## config.mk

```make
export PLATFORM = sky130hd
export DESIGN_NAME = alu_result_collector
export DESIGN_NICKNAME = d
export VERILOG_FILES = /design/src/rtl/alu_result_collector.sv
export SDC_FILE = /design/constraint.sdc
export NUM_CORES = 1
export LEC_CHECK = 0
export ABC_AREA = 1
export CORE_MARGIN = 5
export CORE_UTILIZATION = 65
export CTS_BUF_LIST = sky130_fd_sc_hd__clkbuf_8
export DETAILED_ROUTE_END_ITERATION = 10
export DONT_BUFFER_PORTS = 1
export MAX_ROUTING_LAYER = met4
export PLACE_DENSITY = 0.79
export SKIP_CTS_REPAIR_TIMING = 1
export SLEW_MARGIN = 15
export SYNTH_ARGS = -nofsm -noshare
export SYNTH_HDL_FRONTEND = slang
export SYNTH_SLANG_ARGS = --single-unit
```

## constraint.sdc

```tcl
create_clock -name clk_i -period 3.4 [get_ports clk_i]
set_clock_uncertainty 0.2 [all_clocks]
set_input_delay 0.68 -clock clk_i [delete_from_list [all_inputs] [get_ports clk_i]]
set_output_delay 0.68 -clock clk_i [all_outputs]
set_load 0.005 [all_outputs]
```

## src/rtl/alu_result_collector.sv

```systemverilog
// Tracks ALU commands through a fixed-latency tag delay line and captures each matured result
// into a first-word-fall-through FIFO with credit and drop accounting.
module alu_result_collector #(
  parameter int WIDTH = 8,
  parameter int LAT   = 2,
  parameter int DEPTH = 4,
  parameter int TAG_W = 4
) (
  input  logic                      clk_i,
  input  logic                      rst_ni,
  input  logic                      issue_i,
  input  logic [TAG_W-1:0]          issue_tag_i,
  input  logic [2*WIDTH-1:0]        alu_res_i,
  input  logic                      alu_cout_i,
  input  logic                      alu_oflow_i,
  input  logic                      alu_e_i,
  input  logic                      alu_g_i,
  input  logic                      alu_l_i,
  input  logic                      alu_err_i,
  output logic                      out_valid_o,
  input  logic                      out_ready_i,
  output logic [TAG_W+2*WIDTH+5:0]  out_data_o,
  output logic [$clog2(DEPTH):0]    out_count_o,
  output logic                      credit_ok_o,
  output logic                      drop_err_o,
  output logic [7:0]                drop_cnt_o,
  input  logic                      clr_err_i
);
  localparam int DW = TAG_W + 2*WIDTH + 6;
  localparam int AW = $clog2(DEPTH);
  localparam int IW = $clog2(LAT + 1);
  localparam int SW = $clog2(DEPTH + LAT + 1) + 1;

  logic [LAT-1:0]   vld_q;
  logic [TAG_W-1:0] tag_q [LAT];
  logic [DW-1:0]    mem_q [DEPTH];
  logic [AW-1:0]    rd_ptr_q, rd_ptr_d, wr_ptr_q, wr_ptr_d;
  logic [AW:0]      count_q, count_d;
  logic             drop_err_q, drop_err_d;
  logic [7:0]       drop_cnt_q, drop_cnt_d;
  logic             cap_vld, full, pop, push, drop;
  logic [DW-1:0]    cap_dat;
  logic [IW-1:0]    inflight;

  always_ff @(posedge clk_i or negedge rst_ni) begin
    if (!rst_ni) begin
      vld_q <= '0;
      for (int i = 0; i < LAT; i++) tag_q[i] <= '0;
    end else begin
      vld_q[0] <= issue_i;
      tag_q[0] <= issue_tag_i;
      for (int i = 1; i < LAT; i++) begin
        vld_q[i] <= vld_q[i-1];
        tag_q[i] <= tag_q[i-1];
      end
    end
  end

  // The last delay stage coincides with the edge at which the ALU outputs are valid.
  assign cap_vld = vld_q[LAT-1];
  assign cap_dat = {tag_q[LAT-1], alu_res_i, alu_cout_i, alu_oflow_i,
                    alu_e_i, alu_g_i, alu_l_i, alu_err_i};

  assign full        = (count_q == (AW+1)'(DEPTH));
  assign out_valid_o = (count_q != '0);
  assign pop         = out_valid_o && out_ready_i;
  assign push        = cap_vld && (!full || pop);
  assign drop        = cap_vld && full && !pop;

  always_comb begin
    rd_ptr_d   = pop  ? rd_ptr_q + AW'(1) : rd_ptr_q;
    wr_ptr_d   = push ? wr_ptr_q + AW'(1) : wr_ptr_q;
    count_d    = count_q;
    drop_err_d = drop_err_q;
    drop_cnt_d = drop_cnt_q;
    case ({push, pop})
      2'b10:   count_d = count_q + (AW+1)'(1);
      2'b01:   count_d = count_q - (AW+1)'(1);
      default: count_d = count_q;
    endcase
    // A drop in the same cycle as a clear leaves a fresh count of one.
    if (drop) begin
      drop_err_d = 1'b1;
      if (clr_err_i)                drop_cnt_d = 8'd1;
      else if (drop_cnt_q != 8'hFF) drop_cnt_d = drop_cnt_q + 8'd1;
    end else if (clr_err_i) begin
      drop_err_d = 1'b0;
      drop_cnt_d = 8'd0;
    end
  end

  always_comb begin
    inflight = '0;
    for (int i = 0; i < LAT; i++) inflight = inflight + IW'(vld_q[i]);
  end

  always_ff @(posedge clk_i or negedge rst_ni) begin
    if (!rst_ni) begin
      rd_ptr_q   <= '0;
      wr_ptr_q   <= '0;
      count_q    <= '0;
      drop_err_q <= 1'b0;
      drop_cnt_q <= 8'd0;
    end else begin
      rd_ptr_q   <= rd_ptr_d;
      wr_ptr_q   <= wr_ptr_d;
      count_q    <= count_d;
      drop_err_q <= drop_err_d;
      drop_cnt_q <= drop_cnt_d;
    end
  end

  always_ff @(posedge clk_i) begin
    if (push) mem_q[wr_ptr_q] <= cap_dat;
  end

  assign out_data_o  = out_valid_o ? mem_q[rd_ptr_q] : '0;
  assign out_count_o = count_q;
  assign credit_ok_o = (SW'(count_q) + SW'(inflight)) < SW'(DEPTH);
  assign drop_err_o  = drop_err_q;
  assign drop_cnt_o  = drop_cnt_q;
endmodule

```

Word-level counts from Yosys, hierarchy flattened
Memory sizes are Yosys's and may differ from the RTL's.
Index checks and enable logic that the tools add are counted.
{"block": "op_classes", "add_sub_neg": 7, "magnitude_cmp": 1, "n_eq_ne": 4, "mux": 10, "reduce_logical": 12}
{"op": "$mux W8", "n": 4}
{"op": "$mux W26", "n": 1}
{"op": "$add A8 B1 Y8 const B", "n": 1}
{"op": "$ne A8 B8 Y1 const B", "n": 1}
{"op": "$pmux W3 S2", "n": 1}
{"op": "$reduce_bool A2 Y1", "n": 3}
{"op": "$add A2 B1 Y2 const B", "n": 2}
{"op": "$add A3 B2 Y4", "n": 1}
{"op": "$logic_and A1 B1 Y1", "n": 4}
{"op": "$lt A4 B3 Y1 const B", "n": 1}
{"op": "$mux W1", "n": 4}
{"op": "$add A3 B1 Y3 const B", "n": 1}
{"op": "$eq A3 B3 Y1 const B", "n": 1}
{"op": "$reduce_bool A3 Y1", "n": 1}
{"op": "$sub A3 B1 Y3 const B", "n": 1}
{"op": "$add A1 B1 Y2", "n": 1}
{"op": "$eq A2 B1 Y1 const B", "n": 1}
{"op": "$eq A2 B2 Y1 const B", "n": 1}
{"op": "$logic_not A1 Y1", "n": 2}
{"op": "$reduce_and A2 Y1", "n": 1}
{"op": "$logic_or A1 B1 Y1", "n": 1}
{"block": "word_totals", "ff_bits": 26, "ramBits": 104, "input_bits": 31, "out_inout_bits": 40, "elab_cells": 43, "mem_count": 1}
{"name": "mem_q", "depth": 4, "width": 26, "rd": 1, "rd_ports_with_merged_regs": 0, "write_ports": 1, "line": "36", "rtl": "logic [DW-1:0] mem_q [DEPTH];"}

Logic depth before layout (Yosys ltp)
{"block": "logic_depth", "word_depth": 6, "ltp_mapped": 10, "depth_no_buf": 10}

Worst setup path before layout
Ideal clock, no wire load.
{"block": "synth_timing", "kind": "input to register", "from": "input port out_ready_i", "to": "memory mem_q[0][0] (netlist bit) (enable)", "setup_time_ns": 0.409, "arrival_time_ns": 2.033, "required_ns": 2.791, "slack_ns": 0.759, "path_stages": 4, "n_path_buf": 0, "path_cell_list": "nor2_2 > nand2_2 > nand2_2 > nor2_1"}
{"block": "synth_via", "elab_chain_cells": 5}
{"element": "from (decl)", "line": "21", "rtl": "input logic out_ready_i,"}
{"element": "$logic_and A1 B1 Y1", "line": "66", "rtl": "assign pop = out_valid_o && out_ready_i;"}
{"element": "$logic_or A1 B1 Y1", "line": "67", "rtl": "assign push = cap_vld && (!full || pop);"}
{"element": "$logic_and A1 B1 Y1", "line": "67"}
{"element": "$mux W1", "line": "114", "rtl": "if (push) mem_q[wr_ptr_q] <= cap_dat;"}
{"element": "$mux W1 (not written as such)", "line": "114"}
{"element": "to (decl)", "line": "36"}
Every way passes these cells.

Worst setup path after layout
{"block": "layout_timing", "from": "register rd_ptr_q[0]", "to": "output port out_data_o[0]"}
{"block": "layout_via", "elab_chain_cells": 2}
{"element": "from (decl)", "line": "37", "rtl": "logic [AW-1:0] rd_ptr_q, rd_ptr_d, wr_ptr_q, wr_ptr_d;"}
{"element": "from (signal assigned)", "line": "105", "rtl": "rd_ptr_q <= rd_ptr_d;"}
{"element": "$mem_v2 Z4 W26"}
{"element": "$mux W26", "line": "117", "rtl": "assign out_data_o = out_valid_o ? mem_q[rd_ptr_q] : '0;"}
{"element": "to (decl)", "line": "22", "rtl": "output logic [TAG_W+2*WIDTH+5:0] out_data_o,"}
Every way passes these cells.

==> key figures <==
CTS
  • CTS tree: built
  • Clock root cell: clkbuf_8
  • Clock buffer count from CTS: 17
  • Clk sinks: 130
  • Buffer depth of the longest clock path: 2
  • Clock Latency Late Sink: 0.43 ns
  • Reg clk slew, reported paths: 0.07 ns
  • H-tree depth: 4

Timing
  • Setup ws final: 0.285 ns
  • Max-slew violations: 0
  • Final setup fails: 0
  • Fmax: 0.321 GHz
  • Fin crit share: 91.6%
  • Worst hold slack: 0.0751 ns
  • Final Hold Fails: 0
  • Worst-Margin Slew: 0.745 ns
  • Min Tclk post-route: 3.11 ns
  • Max-Slew Margin vs Limit: 50.2%
  • RSZ-0062 raised after global routing: false

Synthesis
  • Yosys cell types: 28
  • Mapped cell area: 5300 um^2
  • Synthesized flop and latch total: 130
  • Ys Warns: 0
  • Synth Area per Inst: 12.1 um^2
  • Syn_nets: 478
  • Register area share after synthesis: 71.2%
  • Cell count after synthesis: 439

Power and ir drop
  • Switching share of power: 34.5%
  • Comb power frac: 26.1%
  • Leak pwr: 2.12 nW
  • Internal: 3.25 mW
  • Max IR drop VDD: 535 uV
  • Pwr per Cell Area: 850 nW/um^2
  • Register share of total power: 45.3%
  • P_sw: 1.71 mW
  • Clock Power Share: 28.5%

Detailed routing
  • Starting DRT DRC Count: 185
  • Vias per cell: 5.58
  • Initial DRT Pass Iterations: 5
  • Remaining antenna violation count: 0
  • Remaining DRCs: 0
  • Routed length per placed instance: 17.3 um
  • WL final: 9.75 mm
  • Via count: 3154

GRT
  • Antenna violations before repair: 0
  • Total track usage: 21.9%
  • Vias in the first global route: 3179
  • Total grt overflow: 0
  • First-pass GRT wire length: 15.8 mm
  • Largest net degree at the start of global routing: 53

Setup path
  • Reg-to-Reg End: out_count_o[2]
  • Crit Path Class: flop to primary output
  • R2R depth: 10
  • FF-to-FF setup slack: 1.07 ns
  • Worst setup SP type: flop
  • Worst EP required: 2.52 ns
  • Arrival time at the worst endpoint: 2.23 ns
  • CP max FO: 52
  • R2R Path Start: out_count_o[0]
  • Worst setup EP type: primary output

Placed design
  • DP Worst Slack: 0.432 ns
  • I/O Buffers: 0
  • DP Wirelength: 5.95 mm
  • Cell Area, Placed: 5360 um^2
  • Gpl congestion: 0.798

Cells and area
  • Fraction of layout instances using a drive strength above 1: 13.0%
  • # fillers: 548
  • Commonest non-fill, non-tap cells in the layout: nor2_1, edfxtp_1, o21ai_0, a21oi_1, nand2_1
  • Area grow syn2layout: 10.1%
  • Most common cell after layout, fill and taps aside: nor2_1
  • Design Area, Final: 5830 um^2
  • Ant. Diodes: 0
  • Util after Layout: 72.1%
  • Final #Nets: 486

Floorplanning
  • Die Span Y: 100 um
  • Core area: 8090 um^2
  • Die ar.: 10100 um^2
  • Starting Density: 65.5%
  • Die X-Extent: 100 um
  • # rows: 33
  • Boundary pin count: 71

Min path
  • Hold Crit Class: input port to flop
  • Hold endpoint: tag_q[4]
  • Hold Crit Depth: 0
  • Hold Crit Start: issue_tag_i[0]

Run
  • Max_cap viols: 0

Outcome
  • Outcome: finished, final reports clean
## routing by layer
metal  vias to the layer above  routed length [um]  global-route usage (%)
met1                      1504                3800                    25.8
met3                        19                 805                    7.51
met2                       109                4950                    34.3
met4                         0                 198                    9.53
li1                       1522                   -                       -
met5                         -                   0                       -
## power groups by stage
stage / Clock [mW] / Sequential, mW / Combinational, mW
finish: 1.42 / 2.25 / 1.30
detailed placement: 0 / 2.28 / 1.31
floorplan: 0 / 2.15 / 1.15
global placement: 0 / 2.27 / 1.26
global route: 1.51 / 2.28 / 1.48
CTS: 1.44 / 2.25 / 1.32
## final cells by class
type                       instances  area, um^2  share of cell area, %
clock buffer                      17         234                   4.01
clock inverter                    15         208                   3.56
inverter                          24        92.6                   1.59
multi-input combinational        267        1330                   22.7
sequential                       130        3780                   64.7
tap                              105         131                   2.25
timing repair buffer               7        67.6                   1.16
## sequential cells by signal, indices dropped and copies added, names as in the netlist
| name | flops |
|---|---|
| vld_q | 2 |
| mem_q | 104 |
| drop_err_o | 1 |
| cap_dat | 4 |
| tag_q | 4 |
| rd_ptr_q | 2 |
| wr_ptr_q | 2 |
| out_count_o | 3 |
| drop_cnt_o | 8 |
## worst max path at each step
| stage | from | to | slack [ns] | cells past startpoint |
|---|---|---|---|---|
| 2_1_floorplan | out_ready_i | mem_q[0][0] | 0.76 | 4 |
| 3_3_place_gp | rd_ptr_q[1] | out_data_o[0] | 0.47 | 4 |
| 3_5_place_dp | rd_ptr_q[1] | out_data_o[19] | 0.43 | 4 |
| 4_1_cts | rd_ptr_q[1] | out_data_o[6] | -0.07 | 4 |
| 5_1_grt | rd_ptr_q[0] | out_data_o[0] | 0.08 | 3 |
| 6_report | rd_ptr_q[0] | out_data_o[0] | 0.29 | 3 |
## worst max-delay path, stage by stage, from the launching register on
cell and delay, ns:
dfrtp_2 0.62, inv_2 0.64, o21ai_0 0.21, a21oi_1 0.33
## cells in the mapped netlist, drive strengths merged
library cell  count  area share, %
o21ai            62            6.0
dfrtp            26             12
a21oi            31            2.9
xor2              4           0.66
o21bai            2           0.28
nand3             7           0.99
nand2            32            2.6
buf              13            1.8
xnor2             2           0.33
clkbuf            5           0.47
ha                7            1.7
fa                1           0.38
edfxtp          104             59
inv              24            1.7
nor2            118            8.9
nand4             1           0.12
## stage by stage
step           instances  TNS, ns  power [mW]
2_1_floorplan        439        0        3.30
3_3_place_gp         531        0        3.53
3_5_place_dp         531        0        3.59
4_1_cts              563   -0.210        5.00
5_1_grt              565        0        5.27
6_report             565        0        4.96
## cells by family (layout without fill, tap and decap cells)
kind of cell	Yosys count	in the layout	synth area share, %
and+or+nand+nor	158	158	12.6
buffers and inverters	42	63	4.01
xor gates and xnor gates	6	6	0.991
DFF	130	130	71.2
adders and majority gates	8	8	2.03
AOI/OAI and AO/OA	95	95	9.20
Note: power is estimated with default switching activity, not from simulation.
